## src/rtl/etherparse_pkg.sv

```systemverilog
`default_nettype none
// ============================================================================
//  Module      : etherparse_pkg
//  Description : Shared types and constants for the Ethernet ingress parser.
//  Revision    : 1.0  initial release
// ============================================================================
package etherparse_pkg;

    typedef enum logic [1:0] {
        IDLE   = 2'd0,
        ACTIVE = 2'd1,
        OVER   = 2'd2
    } tracker_state_e;

    localparam int ETH_MIN_FRAME_BYTES  = 60;
    localparam int ETH_MAX_JUMBO_BYTES  = 9018;
    localparam int ETH_L2_HDR_MAX_BYTES = 18;

    // Width of a byte counter that may overshoot the maximum by one full beat.
    function automatic int cnt_width(input int max_bytes, input int lanes);
        return $clog2(max_bytes + lanes + 1);
    endfunction

endpackage
`default_nettype wire

```

## src/rtl/frame_byte_tracker_keep_popcount.sv

```systemverilog
`default_nettype none
// ============================================================================
//  Module      : keep_popcount
//  Description : Combinational byte-enable population count and contiguity test.
//  Revision    : 1.0  initial release
// ============================================================================
module keep_popcount #(
    parameter  int LANES = 8,
    localparam int CNT_W = $clog2(LANES + 1)
) (
    input  logic [LANES-1:0] keep,
    output logic [CNT_W-1:0] count,
    output logic             contig
);

    logic [LANES:0] w_inc;

    always_comb begin
        count = '0;
        for (int i = 0; i < LANES; i++) begin
            count = count + CNT_W'(keep[i]);
        end
    end

    // 0..01..1 plus one is a power of two, so it shares no set bits with keep.
    assign w_inc  = {1'b0, keep} + (LANES + 1)'(1);
    assign contig = (|keep) && (({1'b0, keep} & w_inc) == '0);

endmodule
`default_nettype wire

```

## src/rtl/frame_byte_tracker.sv

```systemverilog
`default_nettype none
// ============================================================================
//  Module      : frame_byte_tracker
//  Description : Keep-aware byte position tracker with windows and frame
//                length classification. Optional counters: FRAME_BYTE_TRACKER_STATS_EN.
//  Revision    : 1.0  initial release
// ============================================================================
module frame_byte_tracker
    import etherparse_pkg::*;
#(
    parameter  int DATA_WIDTH      = 64,
    parameter  int MAX_FRAME_BYTES = ETH_MAX_JUMBO_BYTES,
    parameter  int MIN_FRAME_BYTES = ETH_MIN_FRAME_BYTES,
    parameter  int NUM_WINDOWS     = 4,
    localparam int LANES           = DATA_WIDTH / 8,
    localparam int CW              = cnt_width(MAX_FRAME_BYTES, LANES)
) (
    input  logic                      clk,
    input  logic                      rst_n,
    input  logic                      s_valid,
    input  logic                      s_ready,
    input  logic [LANES-1:0]          s_keep,
    input  logic                      s_last,
    input  logic [NUM_WINDOWS*CW-1:0] win_start,
    input  logic [NUM_WINDOWS*CW-1:0] win_end,
    output logic [CW-1:0]             byte_offset,
    output logic [NUM_WINDOWS-1:0]    win_hit,
    output logic [CW-1:0]             frame_len,
    output logic                      frame_len_valid,
    output logic                      runt,
    output logic                      oversize,
`ifdef FRAME_BYTE_TRACKER_STATS_EN
    output logic [31:0]               stat_frames,
    output logic [31:0]               stat_runts,
    output logic [31:0]               stat_oversize,
    output logic [31:0]               stat_keep_err,
`endif
    output logic                      keep_err
);

    localparam int PCW = $clog2(LANES + 1);

    logic [PCW-1:0]  w_pc;
    logic            w_contig;
    logic            w_acc;
    logic            w_beat_err;
    logic [CW:0]     w_sum;
    logic [CW-1:0]   w_sum_sat;
    logic            w_over;
    logic [CW:0]     w_end_pos;

    tracker_state_e  state_q, state_d;
    logic [CW-1:0]   cnt_q, cnt_d;
    logic            err_q, err_d;
    logic [CW-1:0]   len_q;
    logic            flv_q, runt_q, over_q, kerr_q;

    keep_popcount #(.LANES(LANES)) u_popcount (
        .keep   (s_keep),
        .count  (w_pc),
        .contig (w_contig)
    );

    assign w_acc      = s_valid & s_ready;
    assign w_beat_err = s_last ? ~w_contig : (s_keep != '1);
    assign w_sum      = {1'b0, cnt_q} + (CW + 1)'(w_pc);
    assign w_sum_sat  = w_sum[CW] ? '1 : w_sum[CW-1:0];
    assign w_over     = (w_sum_sat > CW'(MAX_FRAME_BYTES));

    always_comb begin
        state_d = state_q;
        cnt_d   = cnt_q;
        err_d   = err_q;
        if (w_acc) begin
            if (s_last) begin
                state_d = IDLE;
                cnt_d   = '0;
                err_d   = 1'b0;
            end else begin
                cnt_d = w_sum_sat;
                err_d = err_q | w_beat_err;
                case (state_q)
                    IDLE, ACTIVE: state_d = w_over ? OVER : ACTIVE;
                    OVER:         state_d = OVER;
                    default:      state_d = IDLE;
                endcase
            end
        end
    end

    always_ff @(posedge clk or negedge rst_n) begin
        if (!rst_n) begin
            state_q <= IDLE;
            cnt_q   <= '0;
            err_q   <= 1'b0;
            len_q   <= '0;
            flv_q   <= 1'b0;
            runt_q  <= 1'b0;
            over_q  <= 1'b0;
            kerr_q  <= 1'b0;
        end else begin
            state_q <= state_d;
            cnt_q   <= cnt_d;
            err_q   <= err_d;
            flv_q   <= w_acc & s_last;
            if (w_acc && s_last) begin
                len_q  <= w_sum_sat;
                runt_q <= (w_sum_sat < CW'(MIN_FRAME_BYTES));
                over_q <= w_over | (state_q == OVER);
                kerr_q <= err_q | w_beat_err;
            end
        end
    end

    assign byte_offset     = (state_q == IDLE) ? '0 : cnt_q;
    assign frame_len       = len_q;
    assign frame_len_valid = flv_q;
    assign runt            = runt_q;
    assign oversize        = over_q;
    assign keep_err        = kerr_q;

    // First byte past the beat, so windows compare as half-open intervals.
    assign w_end_pos = {1'b0, byte_offset} + (CW + 1)'(w_pc);

    for (genvar i = 0; i < NUM_WINDOWS; i++) begin : g_win
        logic [CW-1:0] w_ws, w_we;
        assign w_ws       = win_start[i*CW +: CW];
        assign w_we       = win_end[i*CW +: CW];
        assign win_hit[i] = s_valid && (w_ws < w_we) && (byte_offset < w_we)
                            && (w_end_pos > {1'b0, w_ws});
    end

`ifdef FRAME_BYTE_TRACKER_STATS_EN
    logic [31:0] st_frames_q, st_runts_q, st_over_q, st_kerr_q;

    always_ff @(posedge clk or negedge rst_n) begin
        if (!rst_n) begin
            st_frames_q <= '0;
            st_runts_q  <= '0;
            st_over_q   <= '0;
            st_kerr_q   <= '0;
        end else if (flv_q) begin
            if (st_frames_q != '1)           st_frames_q <= st_frames_q + 32'd1;
            if (runt_q && st_runts_q != '1)  st_runts_q  <= st_runts_q + 32'd1;
            if (over_q && st_over_q != '1)   st_over_q   <= st_over_q + 32'd1;
            if (kerr_q && st_kerr_q != '1)   st_kerr_q   <= st_kerr_q + 32'd1;
        end
    end

    assign stat_frames   = st_frames_q;
    assign stat_runts    = st_runts_q;
    assign stat_oversize = st_over_q;
    assign stat_keep_err = st_kerr_q;
`endif

endmodule
`default_nettype wire

```

## config.mk

```make
export PLATFORM = sky130hd
export DESIGN_NAME = frame_byte_tracker
export DESIGN_NICKNAME = d
export VERILOG_FILES = /design/src/rtl/etherparse_pkg.sv /design/src/rtl/frame_byte_tracker_keep_popcount.sv /design/src/rtl/frame_byte_tracker.sv
export SDC_FILE = /design/constraint.sdc
export NUM_CORES = 1
export LEC_CHECK = 0
export ABC_AREA = 1
export BUFFER_PORTS_ARGS = -buffer_cell sky130_fd_sc_hd__buf_2
export CAP_MARGIN = 20
export CORE_MARGIN = 3
export CORE_UTILIZATION = 51
export CTS_CLUSTER_DIAMETER = 60
export DETAILED_ROUTE_END_ITERATION = 16
export PLACE_DENSITY_LB_ADDON = 0.1
export SYNTH_ARGS = -nofsm -noshare
export SYNTH_HDL_FRONTEND = slang
export SYNTH_SLANG_ARGS = --single-unit
```

## constraint.sdc

```tcl
create_clock -name clk -period 4.8 [get_ports clk]
set_clock_uncertainty 0.1 [all_clocks]
set_input_delay 0 -clock clk [delete_from_list [all_inputs] [get_ports clk]]
set_output_delay 0 -clock clk [all_outputs]
set_load 0.01 [all_outputs]
```

==> results.json, run 1 <==
{
  "grt_first_pass_wirelength_mm": 30.3,
  "remaining_drc_errors": 0,
  "worstSkewPairLatency_ns": 0.28,
  "hold_viol": 0,
  "vdd_drop_max_mv": 0.159,
  "synth_edf_count": 0,
  "met2_usage_pct": 40.5,
  "track_usage_pct": 25.6,
  "cts.path.max_buffers": 2,
  "start_util_pct": 53.2,
  "arrival_ns": 4.66,
  "core_area_sq_um": 12300,
  "crit_buf_inv": 8,
  "synth_cells": 935,
  "critPathSlowestCell": "fa_2",
  "routed_wl_mm": 18.5,
  "dp_hpwl_mm": 15.8,
  "synth.cell_area_sq_um": 6530,
  "clkTransAtPathRegs_ns": 0.05,
  "viasPerCell": 5.14,
  "dieArea_sq_um": 14200,
  "met3_usage_pct": 3.18,
  "rows": 40,
  "p_leak_uw": 0.00495,
  "initialDrtViolationCount": 483,
  "syn-mean-instance-area_sq_um": 6.98,
  "die_w_microns": 119,
  "fill_cells": 1119,
  "drt_first_pass_iters": 7,
  "cp_max_fo": 4,
  "cap_violations": 0,
  "grt_pass1_vias": 6465,
  "yosys_warnings": 0,
  "yosysTopAreaCellShare_pct": 33.2,
  "antenna_found_initial": 1,
  "synth_area_leaders": "ha_1 33%, dfrtp_1 13%, inv_1 11%",
  "grt_max_degree": 36,
  "cts_buffers": 5,
  "min_delay_path_depth": 4,
  "min_period_ns": 4.76,
  "max_slew_margin_pct": 46.3,
  "clock-root-buffer": "clkbuf_16",
  "cp.depth": 28,
  "worst_slew_pin_slew_ns": 0.806,
  "yosysSeqAreaShare_pct": 13.4,
  "postSynth.asyncResetShare_pct": 100,
  "wl_per_cell_microns": 14.1,
  "areaGrowthSynthToFinish_pct": 27.0,
  "rsz0062_at_grt": "true",
  "reg2reg_depth": 14,
  "cts_tree": "done",
  "ios": 161,
  "busiest_layer": "met2",
  "critical-path-max-stage-delay_ns": 0.57,
  "max_freq_mhz": 210,
  "clkSinkCount": 35,
  "cp-end-kind": "output port",
  "fin_crit_sh_pct": 99.3,
  "hold_class": "input port to flop",
  "timing.setup.critical_path_class": "input port to output port",
  "setup_violations": 0,
  "start_kind": "input port",
  "status": "finished, final reports clean",
  "ys.flop_type": "dfrtp_1",
  "cts-htree-levels": 2,
  "syn_nets": 1239,
  "grt_util_met1_pct": 37.6,
  "setup_tns_ns": 0,
  "gp_congestion": 0.945,
  "layout-drive-gt1-share_pct": 24.1,
  "cp_data_required_time_ns": 4.70,
  "fp.dieH_microns": 119,
  "finish.utilization_pct": 67.6,
  "final_max_slew_viol_count": 0,
  "portBuffers": 160,
  "synth_top_area_cell": "ha_1",
  "nNetsFinal": 1442,
  "synth_seq_cells": 35,
  "power.total_uw": 1820,
  "cp_top_family": "adder cells",
  "drt.antenna.violating_nets": 0,
  "grt-ovfl-total": 0,
  "vias": 6727,
  "power.density_nw_per_um2": 220,
  "yosysUniqueCellTypes": 45
}
## layout make-up
class                      count  area [sq um]  share of cell area [%]
sequential                    35           876                    10.6
clock inverter                 2          35.0                   0.423
tap                          168           210                    2.54
antenna                        1          2.50                  0.0302
inverter                     199           754                    9.10
timing repair buffer         202          1150                    13.9
clock buffer                   6           139                    1.68
multi-input combinational    695          5120                    61.8
## worst paths after layout
kind                               from            end  slack [ns]
max                           s_keep[0]     win_hit[1]        0.04
min                           s_keep[2]          err_q       0.006
max reg2reg                    cnt_q[0]       oversize        2.29
min reg2reg                frame_len[0]   frame_len[0]        0.38
max in group asynchronous         rst_n  frame_len[11]        3.83
min in group asynchronous         rst_n   frame_len[2]        0.26
## cell families (layout without fill, tap and decap cells)
group,after synthesis,count (layout),synth area share [%]
compound gates,172,172,15.3
xor+xnor,12,12,1.61
fa+ha+maj,179,179,35.0
buf+inv,205,409,11.9
flops,35,35,13.4
other cells,0,1,0
simple gates,332,332,22.7
## cell usage after synthesis (all sizes together) (2+ instances only)
| library cell | instances |
|---|---|
| inv | 198 |
| nand2 | 179 |
| ha | 173 |
| nor2 | 73 |
| a21oi | 70 |
| o21ai | 49 |
| nand3 | 36 |
| dfrtp | 35 |
| nand4 | 18 |
| nor3 | 16 |
| o21a | 13 |
| o22ai | 12 |
| a211oi | 9 |
| o211ai | 7 |
| xor2 | 7 |
| fa | 6 |
| xnor2 | 5 |
| clkbuf | 4 |
| nor4 | 3 |
| o2111ai | 3 |
| buf | 2 |
| nor3b | 2 |
| nor4b | 2 |
| o211a | 2 |
| o21bai | 2 |
## power by group
group / internal (uW) / total, uW / switching, uW
Combinational: 447 / 1070 / 619
Sequential: 343 / 374 / 30.3
Clock: 258 / 380 / 122
## sequential cells by signal, indices dropped and copies added, names as in the netlist
name             cells
cnt_q               14
frame_len           14
state_q              2
err_q                1
frame_len_valid      1
keep_err             1
oversize             1
runt                 1
## layer usage
metal  vias up  routed length, microns  share of wire (%)
met5         -                       0                  0
met4         0                     233                1.3
met3        22                    1240                6.7
met2       214                    7910                 43
met1      2970                    9120                 49
li1       3521                       -                  -
## what timing repair did
item                                    CTS  global route
endpoints found under the setup margin    4             4
buffers inserted                          5             2
hold endpoints to repair                 39             0
hold buffers                              3             0
pin swaps                                23            25
resized for setup                        43            23
## per-stage QoR
| step | cells | worst slack [ns] | area, sq um | hold WS (ns) |
|---|---|---|---|---|
| 5_1_grt | 1308 | -0.224 | 8290 | 0.0463 |
| 3_3_place_gp | 1290 | -0.300 | 7750 | 0.0270 |
| 4_1_cts | 1305 | -0.196 | 8180 | 0.0123 |
| 3_5_place_dp | 1290 | -0.379 | 7750 | 0.0274 |
| 2_1_floorplan | 935 | 0.218 | 6530 | -0.396 |
| 6_report | 1308 | 0.0357 | 8290 | 0.00625 |
## worst register-to-register path, cell delays in order, from the launching register on
cell and delay, ns:
dfrtp_1 0.38, ha_1 0.23, fa_1 0.42, nand3_1 0.18
nand2_4 0.12, nand3_4 0.17, nand2_1 0.14, nor2_1 0.17
o21ai_1 0.11, nand2_1 0.09, nand2_1 0.07, nand2_2 0.07
nand2_2 0.06, nand2_1 0.05, nand2_1 0.05
## layout by cell type (no fill, tap or decap), types with 7 or more instances in the layout
cell      synthesis  final
inv_1           194    185
nand3_1          34     32
nor3_1           14     11
ha_4              0      8
nor2_1           68     67
nand4_1          18     18
o211ai_1          7      7
dfrtp_1          35     35
o21ai_1           5     10
o22ai_1          12     12
buf_2             0    158
a21oi_1          68     67
nand2_1         173    164
buf_4             0     37
ha_1            173    165
a211oi_1          9      8
o21a_1           13     13
nand2_2           5     12
o21ai_0          44     38
inv_2             4     11
(Power assumes the default switching activity.)
==> run 2: changes to the inputs <==
==> constraint.sdc (replaced) <==
create_clock -name clk -period 4.8 [get_ports clk]
set_clock_uncertainty 0.1 [all_clocks]
set_input_delay 0.48 -clock clk [delete_from_list [all_inputs] [get_ports clk]]
set_output_delay 0.48 -clock clk [all_outputs]
set_load 0.01 [all_outputs]
==> run 2 against run 1 <==
Effect of this change: the run now ends with negative setup slack left; register-to-register slack better by 0.17 ns; via count is 1.9% higher; core utilization is 2.5 points higher; first-iteration DRC count is 21% lower; power is 5.7% higher; critical path type unchanged; largest power group unchanged.
==> results.json, run 2 (same netlist as run 1, synthesis figures left out) <==
{
  "p_leak_uw": 0.00507,
  "rsz0062_at_grt": "true",
  "max_freq_mhz": 172,
  "clock-root-buffer": "clkbuf_16",
  "clkTransAtPathRegs_ns": 0.05,
  "worstSkewPairLatency_ns": 0.28,
  "nNetsFinal": 1461,
  "final_max_slew_viol_count": 0,
  "start_util_pct": 53.2,
  "fp.dieH_microns": 119,
  "worst_slack_ns": -1.02,
  "viasPerCell": 5.17,
  "core_area_sq_um": 12300,
  "combPwrFrac_pct": 60.6,
  "grt-ovfl-total": 0,
  "initialDrtViolationCount": 382,
  "status": "finished, violations left",
  "dieArea_sq_um": 14200,
  "n_antenna_cell": 0,
  "swShare_pct": 41.3,
  "final_common_cell": "inv_1",
  "violations": "negative setup slack",
  "layout_common_cells": "185 x inv_1, 162 x nand2_1, 162 x ha_1, 156 x buf_2, 68 x a21oi_1",
  "fin_crit_sh_pct": 121,
  "cts_tree": "done",
  "remaining_drc_errors": 0,
  "grt_pass1_vias": 6685,
  "wl_per_cell_microns": 14.7,
  "cts-htree-levels": 2,
  "cp_data_required_time_ns": 4.22,
  "ios": 161,
  "start_kind": "input port",
  "cp_common_cell": "nand2_1",
  "place_ws_ns": -1.16,
  "cp-end-kind": "output port",
  "drt.antenna.violating_nets": 0,
  "critical-path-max-stage-delay_ns": 0.57,
  "p_switching_uw": 795,
  "hold_class": "input port to async pin",
  "routed_wl_mm": 19.5,
  "max_slew_margin_pct": 36.0,
  "antenna_found_initial": 0,
  "clkPwrFrac_pct": 19.9,
  "cap_violations": 0,
  "vias": 6858,
  "critPathSlowestCell": "fa_2",
  "timing.setup.critical_path_class": "input port to output port",
  "cp_max_fo": 4,
  "min_period_ns": 5.82,
  "track_usage_pct": 26.6,
  "internal_power_uw": 1130,
  "gp_congestion": 0.963,
  "hold_buffers": 0,
  "grt_max_degree": 36,
  "power.density_nw_per_um2": 224,
  "areaGrowthSynthToFinish_pct": 31.6,
  "portBuffers": 160,
  "finish.utilization_pct": 70.0,
  "drt_first_pass_iters": 5,
  "cts_buffers": 5,
  "seqPwrFrac_pct": 19.5,
  "die_w_microns": 119,
  "hold_viol": 0,
  "vdd_drop_max_mv": 0.148,
  "clkSinkCount": 35,
  "cts.path.max_buffers": 2,
  "dp_hpwl_mm": 16.2,
  "rows": 40,
  "arrival_ns": 5.24,
  "grt_first_pass_wirelength_mm": 31.5,
  "layout-drive-gt1-share_pct": 26.9,
  "setup_violations": 4,
  "worst_slew_pin_slew_ns": 0.957
}
==> run 2: worst paths after layout <==
path                              start             to  slack (ns)  cells past startpoint
hold / removal                    rst_n   frame_len[0]        0.18                      1
min in group clk           frame_len[0]   frame_len[0]        0.38                      2
setup reg to reg               cnt_q[3]           runt        2.46                     11
max in group asynchronous         rst_n  frame_len[10]        3.92                      1
hold reg to reg            frame_len[0]   frame_len[0]        0.38                      2
setup / recovery              s_keep[1]     win_hit[2]       -1.02                     30
==> run 2: what timing repair did <==
action	in CTS	in global routing
resized for setup	32	32
hold endpoints to repair	0	0
pin swaps	17	20
buffers inserted	6	5
setup endpoints to repair	4	6
==> run 2: per-stage QoR <==
stage          power (uW)  std cells  instance area (sq um)  setup TNS [ns]  hold WS [ns]
6_report             1920       1326                   8590           -3.89         0.183
3_5_place_dp         1470       1307                   7990           -4.66         0.363
3_3_place_gp         1450       1307                   7990           -4.41         0.360
2_1_floorplan        1040        935                   6640           -2.02        0.0844
4_1_cts              1880       1321                   8390           -3.83         0.208
5_1_grt              2110       1326                   8590           -4.72         0.250
==> run 2: power groups by stage <==
stage	Sequential (uW)	Combinational (uW)	Clock, uW
5_1_grt	383	1330	395
3_5_place_dp	380	1090	0
3_3_place_gp	378	1080	0
2_1_floorplan	389	648	0
6_report	375	1170	382
4_1_cts	375	1120	382
==> run 2: area by class of cell <==
| type | instances | area (sq um) |
|---|---|---|
| Clock buffer | 6 | 139 |
| Fill cell | 1092 | 3670 |
| Tap cell | 168 | 210 |
| Timing Repair Buffer | 221 | 1300 |
| Clock inverter | 2 | 35.0 |
| Inverter | 199 | 767 |
| Sequential cell | 35 | 876 |
| Multi-Input combinational cell | 695 | 5260 |
==> run 2: worst max-delay path, delay by kind of cell <==
| kind | cells | cell delay (ns) |
|---|---|---|
| and+or+nand+nor | 13 | 1.34 |
| adders and majority gates | 7 | 2.64 |
| xor gates and xnor gates | 1 | 0.12 |
| buffers and inverters | 8 | 0.52 |
| AOI/OAI and AO/OA | 1 | 0.15 |
==> run 2: routing by layer <==
metal / track usage [%] / vias to the layer above / part of all wire [%] / wire length [microns]
met1: 39.1 / 3058 / 48 / 9300
met3: 3.04 / 19 / 6.5 / 1260
met2: 42.8 / 228 / 45 / 8720
li1: - / 3553 / - / -
met5: 0 / - / 0 / 0
met4: 3.40 / 0 / 1.0 / 200
==> run 3: changes to the inputs <==
--- a/config.mk
+++ b/config.mk
@@ -10,6 +10,7 @@
 export CAP_MARGIN = 20
 export CORE_MARGIN = 3
 export CORE_UTILIZATION = 51
+export CTS_BUF_LIST = sky130_fd_sc_hd__clkbuf_16
 export CTS_CLUSTER_DIAMETER = 60
 export DETAILED_ROUTE_END_ITERATION = 16
 export PLACE_DENSITY_LB_ADDON = 0.1
==> run 3 against run 2 <==
Effect of this change: the run still ends with negative setup slack left; cell count unchanged; largest cell class unchanged; core utilization shrank 0.082 points; highest routed layer unchanged; via count increased by 0.98%; routed wire length rose by 0.43%; hold slack got worse by 0.0012 ns; sequential share of layout area hardly changed; clock power fell by 4%; sequential power about the same; power decreased by 0.77%; largest power group unchanged; combinational power about the same; setup slack lost 0.010 ns.
==> results.json, run 3 (same netlist as run 1, synthesis figures left out) <==
{
  "status": "finished, violations left",
  "violations": "negative setup slack",
  "die_w_microns": 119,
  "reg2reg_setup_slack_ns": 2.48,
  "routed_wl_mm": 19.6,
  "fp.dieH_microns": 119,
  "cp_common_cell": "nand2_1",
  "layout-drive-gt1-share_pct": 26.8,
  "start_util_pct": 53.2,
  "finish.utilization_pct": 70.0,
  "final_common_cell": "inv_1",
  "met3_usage_pct": 3.04,
  "clock-root-buffer": "clkbuf_16",
  "dp_hpwl_mm": 16.2,
  "layout_common_cells": "185 x inv_1, 162 x nand2_1, 162 x ha_1, 156 x buf_2, 68 x a21oi_1",
  "dpl_cell_area_sq_um": 7990,
  "grt-ovfl-total": 0,
  "power.total_uw": 1910,
  "setup_tns_ns": -3.92,
  "power.density_nw_per_um2": 223,
  "critPathSlowestCell": "fa_2",
  "fill_cells": 1095,
  "cp-startpoint": "s_keep[1]",
  "gp_congestion": 0.963,
  "core_area_sq_um": 12300,
  "vdd_drop_max_mv": 0.147,
  "stdcell_area_sq_um": 8580,
  "worst_slack_ns": -1.03,
  "cp-end-kind": "output port",
  "wl_per_cell_microns": 14.8,
  "grt_util_met1_pct": 39.1,
  "reg2reg_to": "runt",
  "cp_top_family": "adder cells",
  "timing.setup.critical_path_class": "input port to output port",
  "worstSkewPairLatency_ns": 0.28,
  "final_max_slew_viol_count": 0,
  "min_period_ns": 5.83,
  "initialDrtViolationCount": 407,
  "hold_class": "input port to async pin",
  "cts_buffers": 5,
  "rsz0062_at_grt": "true",
  "cp_max_fo": 4,
  "ios": 161,
  "p_leak_uw": 0.00507,
  "grt_first_pass_wirelength_mm": 31.4,
  "nNetsFinal": 1461,
  "arrival_ns": 5.25,
  "reg2reg_depth": 11,
  "antenna_found_initial": 0,
  "clkSinkCount": 35,
  "remaining_drc_errors": 0,
  "n_antenna_cell": 0,
  "hold_buffers": 0,
  "vias": 6925,
  "grt_pass1_vias": 6685,
  "clkTransAtPathRegs_ns": 0.05,
  "drt.antenna.violating_nets": 0,
  "met2_usage_pct": 42.7,
  "cp_data_required_time_ns": 4.22,
  "cap_violations": 0,
  "place_ws_ns": -1.16,
  "dieArea_sq_um": 14200,
  "start_kind": "input port",
  "track_usage_pct": 26.5,
  "critical-path-max-stage-delay_ns": 0.57,
  "setup_violations": 4,
  "fin_crit_sh_pct": 122,
  "r2r-start": "cnt_q[3]",
  "drt_first_pass_iters": 5,
  "portBuffers": 160,
  "cts-htree-levels": 2,
  "cp-endpoint": "win_hit[2]",
  "max_freq_mhz": 171,
  "cts_tree": "done",
  "worst_slew_pin_slew_ns": 0.975,
  "max_slew_margin_pct": 34.8,
  "busiest_layer": "met2",
  "rows": 40,
  "areaGrowthSynthToFinish_pct": 31.5,
  "viasPerCell": 5.22,
  "grt_max_degree": 36,
  "cts.path.max_buffers": 2,
  "cp.depth": 30,
  "hold_viol": 0,
  "crit_buf_inv": 8
}
## run 3: changes by cell type in the layout (fill, tap and decap cells not counted), sizes merged
cell / delta
clkinv: +1
clkbuf: -1
## run 3: worst min-delay path by stage
stage / startpoint / endpoint / slack (ns) / cells after the start
after floorplan: rst_n / cnt_q[0] / 0.08 / 0
final: rst_n / frame_len_valid / 0.18 / 1
after global placement: runt / runt / 0.36 / 2
after CTS: rst_n / cnt_q[7] / 0.21 / 1
after global routing: rst_n / frame_len_valid / 0.26 / 1
after detailed placement: oversize / oversize / 0.36 / 2
## run 3: cell type report
cell class              instances  area [sq um]  area share [%]
flip-flops and latches         35           876            10.2
well taps                     168           210            2.45
repair buffers                221          1300            15.2
clock buffers                   5           125            1.46
clock inverters                 3          38.8           0.452
inverters                     199           767            8.94
multi-input cells             695          5260            61.3
## run 3: routing by layer
| metal | part of all wire (%) | wire (microns) |
|---|---|---|
| met5 | 0 | 0 |
| met4 | 1.0 | 205 |
| met2 | 45 | 8740 |
| met3 | 6.5 | 1270 |
| met1 | 48 | 9340 |
## run 3: report_power, final
part	internal, uW	total, uW	switching (uW)
registers	343	375	31.7
logic	527	1170	641
clock network	242	366	124
total	1110	1910	796
## run 3: through the flow
stage                     std cells  hold slack [ns]
after floorplan                 935           0.0844
after global placement         1307            0.360
after detailed placement       1307            0.363
after CTS                      1321            0.210
after global routing           1326            0.256
final                          1326            0.182
## run 3: what timing repair did
action                     in CTS  in global routing
pin swaps                      17                 20
buffers inserted                6                  5
gates resized for setup        32                 32
setup endpoints to repair       4                  6
